### src/rtl/pong_pkg.sv
// pong_pkg: shared definitions for the LED pong auto-player.
//   LED_W / IDX_W     : ball bar width and encoded position width
//   pa_state_t        : auto-player FSM states
//   LFSR_SEED/TAPS    : fumble LFSR constants (taps 8,6,5,4)
//   lfsr_next()       : one Fibonacci shift step
package pong_pkg;

   localparam int LED_W = 8;
   localparam int IDX_W = 3;

   typedef enum logic [2:0] {
      PA_IDLE,
      PA_SERVE,
      PA_TRACK,
      PA_REACT,
      PA_PRESS,
      PA_GAP
   } pa_state_t;

   localparam logic [7:0] LFSR_SEED = 8'hA5;
   localparam logic [7:0] LFSR_TAPS = 8'hB8;

   function automatic logic [7:0] lfsr_next(input logic [7:0] s);
      return {s[6:0], ^(s & LFSR_TAPS)};
   endfunction

endpackage

### src/rtl/pong_auto_player_onehot_pos_enc.sv
// onehot_pos_enc: combinational encoder of the LED ball bar.
//   led   in  LED_W  ball bar, expected one-hot or all-zero
//   idx   out IDX_W  index of the lowest lit LED
//   vld   out 1      exactly one LED lit
//   multi out 1      more than one LED lit
module onehot_pos_enc
   import pong_pkg::*;
(
   input  logic [LED_W-1:0] led,
   output logic [IDX_W-1:0] idx,
   output logic             vld,
   output logic             multi
);

   always_comb begin
      idx = '0;
      for (int i = LED_W-1; i >= 0; i--) begin
         if (led[i]) idx = IDX_W'(i);
      end
   end

   assign multi = ($countones(led) > 1);
   assign vld   = (led != '0) && !multi;

endmodule

### src/rtl/pong_auto_player.sv
// pong_auto_player: automatic opponent for the LED pong core.
//   Clk    in  1  system clock, rising edge
//   Rst    in  1  asynchronous active-low reset
//   Enable in  1  auto-player active
//   LedIn  in  8  ball bar from the pong core
//   Play   out 1  paddle press
//   Begin  out 1  one-cycle serve request
//   Hits   out 8  presses issued, saturating
//   Misses out 8  misses detected, saturating
//   Err    out 1  sticky: LedIn had more than one bit set
// Optional build macro AUTO_PLAYER_FUMBLE_EN: an LFSR skips roughly one
// approach in eight so the opponent occasionally misses.
module pong_auto_player
   import pong_pkg::*;
#(
   parameter int TARGET_POS   = 0,
   parameter int REACT_CYCLES = 2,
   parameter int PRESS_CYCLES = 2,
   parameter int SERVE_GAP    = 8
)
(
   input  logic             Clk,
   input  logic             Rst,
   input  logic             Enable,
   input  logic [LED_W-1:0] LedIn,
   output logic             Play,
   output logic             Begin,
   output logic [7:0]       Hits,
   output logic [7:0]       Misses,
   output logic             Err
);

   localparam logic [IDX_W-1:0] TGT_IDX  = IDX_W'(TARGET_POS);
   localparam logic [IDX_W-1:0] APPR_IDX = IDX_W'(TARGET_POS + 1);
   localparam logic [7:0] REACT_LOAD = 8'(REACT_CYCLES - 1);
   localparam logic [7:0] PRESS_LOAD = 8'(PRESS_CYCLES - 1);
   localparam logic [7:0] GAP_LOAD   = 8'(SERVE_GAP - 1);

   function automatic logic [7:0] sat_inc(input logic [7:0] v);
      return (v == 8'hFF) ? v : v + 8'd1;
   endfunction

   pa_state_t        state, state_nx;
   logic [7:0]       cnt, cnt_nx;
   logic             hit_evt, miss_evt;
   logic [IDX_W-1:0] cur_idx;
   logic             cur_vld, cur_multi, led_zero;
   logic [IDX_W-1:0] prev_idx_p1;
   logic             prev_vld_p1, prev_zero_p1;
   logic             approach, press_go, miss_now;

   onehot_pos_enc u_enc (
      .led   (LedIn),
      .idx   (cur_idx),
      .vld   (cur_vld),
      .multi (cur_multi)
   );

   assign led_zero = (LedIn == '0);

   // ---- stage p1: previous-cycle ball position ----
   always_ff @(posedge Clk or negedge Rst) begin
      if (!Rst) begin
         prev_vld_p1  <= 1'b0;
         prev_zero_p1 <= 1'b0;
      end else begin
         prev_vld_p1  <= cur_vld;
         prev_zero_p1 <= led_zero;
      end
   end

   always_ff @(posedge Clk) begin
      prev_idx_p1 <= cur_idx;
   end

   // Approach is a one-step move from TARGET_POS+1 onto TARGET_POS.
   assign approach = cur_vld && (cur_idx == TGT_IDX) &&
                     prev_vld_p1 && (prev_idx_p1 == APPR_IDX);
   // Two consecutive dark samples; a single dark cycle is a glitch.
   assign miss_now = led_zero && prev_zero_p1;

`ifdef AUTO_PLAYER_FUMBLE_EN
   logic [7:0] lfsr;

   always_ff @(posedge Clk or negedge Rst) begin
      if (!Rst) lfsr <= LFSR_SEED;
      else      lfsr <= lfsr_next(lfsr);
   end

   assign press_go = approach && (lfsr[2:0] != 3'b000);
`else
   assign press_go = approach;
`endif

   always_ff @(posedge Clk or negedge Rst) begin
      if (!Rst) begin
         state <= PA_IDLE;
         cnt   <= 8'd0;
      end else begin
         state <= state_nx;
         cnt   <= cnt_nx;
      end
   end

   always_comb begin
      state_nx = state;
      cnt_nx   = cnt;
      hit_evt  = 1'b0;
      miss_evt = 1'b0;
      case (state)
         PA_IDLE: begin
            if (Enable) state_nx = PA_SERVE;
         end
         PA_SERVE: begin
            state_nx = Enable ? PA_TRACK : PA_IDLE;
         end
         PA_TRACK: begin
            if (!Enable) begin
               state_nx = PA_IDLE;
            end else if (miss_now) begin
               state_nx = PA_GAP;
               cnt_nx   = GAP_LOAD;
               miss_evt = 1'b1;
            end else if (press_go) begin
               if (REACT_CYCLES == 0) begin
                  state_nx = PA_PRESS;
                  cnt_nx   = PRESS_LOAD;
                  hit_evt  = 1'b1;
               end else begin
                  state_nx = PA_REACT;
                  cnt_nx   = REACT_LOAD;
               end
            end
         end
         PA_REACT: begin
            if (!Enable) begin
               state_nx = PA_IDLE;
            end else if (miss_now) begin
               state_nx = PA_GAP;
               cnt_nx   = GAP_LOAD;
               miss_evt = 1'b1;
            end else if (cnt == 8'd0) begin
               state_nx = PA_PRESS;
               cnt_nx   = PRESS_LOAD;
               hit_evt  = 1'b1;
            end else begin
               cnt_nx = cnt - 8'd1;
            end
         end
         PA_PRESS: begin
            // A press always runs its full width, even if Enable drops.
            if (cnt == 8'd0) state_nx = Enable ? PA_TRACK : PA_IDLE;
            else             cnt_nx   = cnt - 8'd1;
         end
         PA_GAP: begin
            if (!Enable)            state_nx = PA_IDLE;
            else if (cnt == 8'd0)   state_nx = PA_SERVE;
            else                    cnt_nx   = cnt - 8'd1;
         end
         default: state_nx = PA_IDLE;
      endcase
   end

   always_comb begin
      Play  = 1'b0;
      Begin = 1'b0;
      if (state == PA_PRESS) Play  = 1'b1;
      if (state == PA_SERVE) Begin = 1'b1;
   end

   always_ff @(posedge Clk or negedge Rst) begin
      if (!Rst) begin
         Hits   <= 8'd0;
         Misses <= 8'd0;
         Err    <= 1'b0;
      end else begin
         if (hit_evt)   Hits   <= sat_inc(Hits);
         if (miss_evt)  Misses <= sat_inc(Misses);
         if (cur_multi) Err    <= 1'b1;
      end
   end

endmodule

### config.mk
export PLATFORM = sky130hd
export DESIGN_NAME = pong_auto_player
export DESIGN_NICKNAME = d
export VERILOG_FILES = /design/src/rtl/pong_pkg.sv /design/src/rtl/pong_auto_player_onehot_pos_enc.sv /design/src/rtl/pong_auto_player.sv
export SDC_FILE = /design/constraint.sdc
export NUM_CORES = 1
export LEC_CHECK = 0
export CAP_MARGIN = 20
export CORE_MARGIN = 5
export CORE_UTILIZATION = 35
export DETAILED_ROUTE_END_ITERATION = 10
export PLACE_DENSITY_LB_ADDON = 0.05
export SYNTH_ARGS = -nofsm -noshare
export SYNTH_HDL_FRONTEND = slang
export SYNTH_SLANG_ARGS = --single-unit
### constraint.sdc
create_clock -name Clk -period 4.1 [get_ports Clk]
set_input_delay 0.41 -clock Clk [delete_from_list [all_inputs] [get_ports Clk]]
set_output_delay 0.41 -clock Clk [all_outputs]
set_load 0.005 [all_outputs]
==> results.md, run 1 <==
* Via/cell ratio at 5.04
* FF+latch area at 811 um2
* RR Startpoint: cnt[4]
* Antenna violations before repair at 0
* Peak VDD IR at 0.000152 V
* Layout Skew at 0.00682 ns
* Net switching power at 0.408 mW
* Clock share of power at 24.4%
* RSZ-0062 raised after global routing: false
* Routed via count at 1588
* Number of stages on the worst hold path at 1
* Max clock buf depth at 2
* CP most frequent cell: inv_1
* Antenna Nets Post-Route at 0
* Cts hold-fix bufs at 0
* Critical Path AT at 3.95 ns
* WL per Instance at 14.0 um
* Placer Congestion at 0.902
* Worst hold endpoint: Misses[5]
* Post-Syn Nets at 234
* Flops & latches, synth at 33
* Core area at 0.00585 mm2
* Routed WL at 4.42 mm
* Gr usage total at 12.8%
* Area added between synthesis and finish at 23.8%
* Final Max Slew Viols at 0
* Post-Synthesis Cells at 203
* CP max FO at 3
* Dpl cell area at 0.00249 mm2
* # DRC at 0
* Critical path buffers and inverters at 5
* Site Rows at 28
* Total clock sinks at 33
* Max_cap viols at 0
* Final count of negative-setup-slack endpoints at 0
* Detailed Routing Iterations Pass 1 at 4
* Setup TNS at 0 ns
* Status: completed
* Largest net degree at the start of global routing at 31
* Syn avg cell area at 10.3 um2
* Netlist cell types at 52
* Number of global-route vias before repair at 1613
* Die span in x at 87.3 um
* Max incr delay on CP at 0.51 ns
* IO Pins at 30
* RR Endpoint: Hits[1]
* Clk slew on worst S/H paths at 0.07 ns
* Setup slack, reg-to-reg at 2.02 ns
* Worst Reg2Reg Path Length in Cells at 4
* Initial core utilization at 35.7%
* Met3 Use GR at 3.97%
* Rel. slew slack at 43.7%
* Hold_sp: Misses[5]
* Synthesis Warnings at 0
* Post-synth top flop: dfrtp_1
* Global route overflow at 0
* Clock Latency Late Sink at 0.29 ns
* CP startpoint kind: input port
* P_leak at 1.15 nW
* Diodes inserted at 0
* PostCTS Resize Cnt at 0
* Hold Crit Class: reg2reg
* Worst EP required at 4.27 ns
* Worst path cell trace: clkdlybuf4s50_1, inv_1, ha_1, inv_1, fa_1, inv_1, fa_1, ha_1, inv_1, fa_1, nand3b_1, nor3_1, a311oi_4, nand2b_4, mux2_1
* Root Driver: clkbuf_8
* Sequential group share of total power at 40.3%
* Worst slew pin tran at 0.836 ns
* Port Buffer Count at 29
* Post-route cell area at 0.00259 mm2
* CP Class: in2reg
* Pwr Density at 439 mW/mm2
* Final nets at 270
* Async SR Flop Fraction at 90.9%
* Crit share post-route at 92.0%
* CTS tree: yes
* Internal power at 0.728 mW
* H-tree depth at 2
* Sequential share of the synthesized area at 38.8%
* DP HPWL at 3.35 mm
* CTS buffer count at 5
* M2 GR Usage at 20.3%
* Worst setup EP type: flip-flop
* CP delay by family, top: adder cells
* # Post-CTS Setup Buffers at 0
* Die Span Y at 87.3 um
* Fmax at 265 MHz
* Layout cells sized above 1 at 10.4%
* M1 GR Usage at 16.7%
* Global-route wire length before repair at 7.67 mm
* Tmin final at 3.77 ns
* Fill count at 538
* Initial DRC Count at 92
* Synthesized area at 0.00209 mm2
* Final hold vios at 0
* Post-synth EDFFs at 0
* Area of the multi-input gates at 0.00118 mm2
* Sw frac at 35.9%
* Power share of the combinational group at 35.3%
* Full die area at 0.00762 mm2
* Busiest grt layer: met2
* CP max stage cell: clkdlybuf4s50_1
-- layout by cell type, fill, tap and decap left out, drive strengths merged, types with 3 or more instances in the layout --
master and instances:
clkbuf 7, a21oi 7, nor3 5, nor2b 5, o211ai 3, dfxtp 3
nand4 7, inv 23, o21ai 5, mux2 3, o22a 3, buf 4
and3 6, xnor2 12, ha 16, dfrtp 30, clkdlybuf4s50 29, nand2b 4
nand2 14, nor2 11, fa 4, nand3 6
-- metrics by stage --
stage	instances	util (%)	setup WS (ns)	total power, mW	hold slack, ns
2_1_floorplan	203	-	0.621	0.736	0.114
3_3_place_gp	307	42.5	0.0853	0.860	0.480
3_5_place_dp	307	42.5	0.0155	0.870	0.481
4_1_cts	315	44.2	0.325	1.15	0.495
5_1_grt	315	44.2	0.131	1.22	0.515
6_report	315	44.2	0.326	1.14	0.491
-- worst register-to-register path, stage by stage (launching register included) --
cell and delay [ns]:
dfrtp_1 0.43, nor4_4 0.42, nand3_4 0.20, nor4b_4 0.54, mux2_1 0.37
-- registers in the layout (all words and copies together), names as in the netlist --
signal,count
Hits,8
Misses,8
cnt,8
prev_idx_p1,3
state,3
Err,1
prev_vld_p1,1
prev_zero_p1,1
-- per-layer routing --
| metal | vias to the layer above | wire, um |
|---|---|---|
| met5 | - | 0 |
| met4 | 0 | 54 |
| met3 | 6 | 173 |
| met2 | 26 | 2060 |
| met1 | 772 | 2130 |
| li1 | 784 | - |
-- power groups by stage --
stage          sequential [mW]  combinational [mW]  clock [mW]
6_report                 0.458               0.401       0.277
3_3_place_gp             0.461               0.398           0
5_1_grt                  0.466               0.454       0.300
2_1_floorplan            0.437               0.300           0
3_5_place_dp             0.464               0.406           0
4_1_cts                  0.457               0.407       0.283
-- Yosys cell counts (2+ instances only) --
| library cell | n | share of area (%) |
|---|---|---|
| dfrtp_1 | 30 | 36 |
| inv_1 | 23 | 4.1 |
| ha_1 | 16 | 9.6 |
| nand2_1 | 14 | 2.5 |
| xnor2_1 | 12 | 5.0 |
| nor2_1 | 11 | 2.0 |
| a21oi_1 | 7 | 1.7 |
| nand4_1 | 7 | 2.1 |
| and3_1 | 6 | 1.8 |
| nand3_1 | 5 | 1.2 |
| nor2b_1 | 5 | 1.5 |
| nor3_1 | 5 | 1.2 |
| fa_1 | 4 | 3.8 |
| o21ai_0 | 4 | 0.96 |
| dfxtp_1 | 3 | 2.9 |
| nand2b_1 | 3 | 0.90 |
| o211ai_1 | 3 | 1.1 |
| o22a_1 | 3 | 1.3 |
| a221o_1 | 2 | 0.96 |
| and4_1 | 2 | 0.84 |
| buf_2 | 2 | 0.48 |
| clkbuf_1 | 2 | 0.36 |
| mux2_1 | 2 | 1.1 |
| nor3b_1 | 2 | 0.72 |
| o32a_1 | 2 | 0.96 |
| xor2_1 | 2 | 0.84 |
-- layout make-up --
| type | instances | area share (%) |
|---|---|---|
| clock buffer | 7 | 3.72 |
| clock inverter | 1 | 0.193 |
| inverter | 23 | 3.33 |
| multi-input combinational | 143 | 45.4 |
| sequential | 33 | 31.3 |
| tap | 75 | 3.62 |
| timing repair buffer | 33 | 12.4 |
-- worst max path at each step --
| stage | to | cells past startpoint | from |
|---|---|---|---|
| 2_1_floorplan | cnt[2] | 11 | LedIn[0] |
| 3_3_place_gp | cnt[1] | 15 | LedIn[0] |
| 3_5_place_dp | cnt[1] | 15 | LedIn[0] |
| 4_1_cts | cnt[1] | 15 | LedIn[0] |
| 5_1_grt | cnt[1] | 15 | LedIn[0] |
| 6_report | cnt[1] | 15 | LedIn[0] |
-- logic make-up after synthesis --
logic type | after synthesis | synth area share [%]
adders and majority gates | 20 | 13.4
and+or+nand+nor | 72 | 21.3
xor gates and xnor gates | 14 | 5.86
DFF | 33 | 38.8
buffers and inverters | 27 | 4.97
AOI/OAI and AO/OA | 34 | 14.1
muxes | 3 | 1.62
Power figures use the tool's default switching activity.
==> run 2: changes to the inputs <==
Settings changed: GPL_TIMING_DRIVEN set to 0, MAX_ROUTING_LAYER set to met4.
==> results.md, run 2 (synthesis gave the netlist of run 1 again) <==
* Commonest non-fill, non-tap cell in the layout: dfrtp_1
* DP HPWL at 3.26 mm
* FF+latch area at 811 um2
* Final count of negative-setup-slack endpoints at 0
* Pwr Density at 467 mW/mm2
* Layout Skew at 0.00565 ns
* Total chip power at 1.23 mW
* Placer Congestion at 0.765
* Die span in x at 87.3 um
* Antenna violations before repair at 0
* Number of global-route vias before repair at 1614
* Worst slew pin tran at 0.816 ns
* Core area at 0.00585 mm2
* RR Startpoint: state[1]
* Max clock buf depth at 2
* Full die area at 0.00762 mm2
* P_leak at 1.20 nW
* Place WS at -0.299 ns
* CTS tree: yes
* Area added between synthesis and finish at 25.6%
* RR Endpoint: cnt[4]
* Final hold vios at 0
* Clock Latency Late Sink at 0.29 ns
* Total clock sinks at 33
* CP max FO at 6
* H-tree depth at 2
* Initial core utilization at 35.7%
* Top flop regs: Hits: 8 flops, Misses: 8 flops, cnt: 8 flops
* Worst setup EP type: flip-flop
* Clk slew on worst S/H paths at 0.07 ns
* Gr usage total at 13.1%
* Site Rows at 28
* WL per Instance at 14.0 um
* Max_cap viols at 0
* Final Max Slew Viols at 0
* IO Pins at 30
* Fill count at 593
* Largest net degree at the start of global routing at 31
* Worst Reg2Reg Path Length in Cells at 6
* CP most frequent cell: inv_1
* Cts hold-fix bufs at 0
* Setup slack, reg-to-reg at 2.05 ns
* Worst EP required at 4.27 ns
* CP startpoint kind: input port
* Root Driver: clkbuf_8
* Crit share post-route at 93.6%
* Initial DRC Count at 71
* # DRC at 0
* Final Core Density at 44.9%
* Detailed Routing Iterations Pass 1 at 4
* Global route overflow at 0
* Routed via count at 1576
* CP Class: in2reg
* Critical path buffers and inverters at 5
* Via/cell ratio at 4.99
* Commonest non-fill, non-tap cells in the layout: 30 x dfrtp_1, 24 x clkdlybuf4s50_1, 23 x inv_1, 16 x ha_1, 14 x nand2_1
* Max incr delay on CP at 0.52 ns
* Die Span Y at 87.3 um
* Tmin final at 3.84 ns
* Layout cells sized above 1 at 10.8%
* Antenna Nets Post-Route at 0
* Status: completed
* Critical Path AT at 4.01 ns
* Area of the multi-input gates at 0.00118 mm2
* Final nets at 271
* Rel. slew slack at 45.1%
* CP delay by family, top: adder cells
* Hold Crit Class: in2async
* Final worst slack at 0.263 ns
* CTS buffer count at 5
* Diodes inserted at 0
* Peak VDD IR at 0.000181 V
* Fmax at 261 MHz
* Worst path cell trace: clkdlybuf4s50_1, inv_1, ha_1, inv_1, fa_1, inv_1, fa_1, ha_1, inv_1, fa_1, nand3b_1, nor3_2, a311oi_4, nand2b_4, mux2_1
* Routed WL at 4.42 mm
* Port Buffer Count at 29
* Global-route wire length before repair at 7.59 mm
* CP max stage cell: clkdlybuf4s50_1
-- run 2: cell types whose count changed in the layout (fill, tap and decap cells not counted), sizes merged --
cell,delta
dlymetal6s2s,+4
clkdlybuf4s50,-5
bufinv,+2
-- run 2: timing repair --
item / 4_1_cts / 5_1_grt
resized for setup: 0 / 5
setup endpoints to repair: 0 / 2
setup buffers: 0 / 1
-- run 2: layout make-up --
class                      count  area share (%)
tap                           75            3.57
inverter                      23            3.29
clock inverter                 3            2.48
sequential                    33            30.9
multi-input combinational    143            45.0
clock buffer                   5            2.62
buffer                         4           0.667
timing repair buffer          30            11.5
-- run 2: worst max-delay path by stage --
stage / startpoint / to / slack [ns] / depth (start not counted)
after floorplan: LedIn[0] / cnt[2] / 0.62 / 11
after global placement: LedIn[1] / cnt[1] / -0.28 / 15
after detailed placement: LedIn[0] / cnt[1] / -0.30 / 15
after CTS: LedIn[1] / cnt[1] / 0.004 / 15
after global routing: LedIn[3] / cnt[1] / -0.002 / 15
final: LedIn[3] / cnt[1] / 0.26 / 15
-- run 2: report_power, final --
group / total [mW] / internal [mW] / switching [mW]
Clock: 0.364 / 0.241 / 0.122
Combinational: 0.419 / 0.195 / 0.223
Sequential: 0.443 / 0.380 / 0.0623
Total: 1.23 / 0.817 / 0.408
-- run 2: per-layer routing --
layer,share of wire (%),vias up,track usage [%]
li1,-,792,-
met1,50,748,17.1
met2,44,31,19.9
met3,4.7,5,3.69
met4,1.2,0,3.77
met5,0,-,-
-- run 2: stage by stage --
step | TNS, ns | hold WS, ns | area (um2) | cells
after floorplan | 0 | 0.114 | 2090 | 203
after global placement | -0.496 | 0.458 | 2470 | 307
after detailed placement | -0.553 | 0.454 | 2470 | 307
after CTS | 0 | 0.194 | 2600 | 315
after global routing | -0.00242 | 0.232 | 2630 | 316
final | 0 | 0.161 | 2630 | 316
==> run 3: changes to the inputs <==
Settings changed: GPL_ROUTABILITY_DRIVEN set to 0.
==> results of run 3 <==
No change in the layout: final DEF, timing and power equal those of run 2.
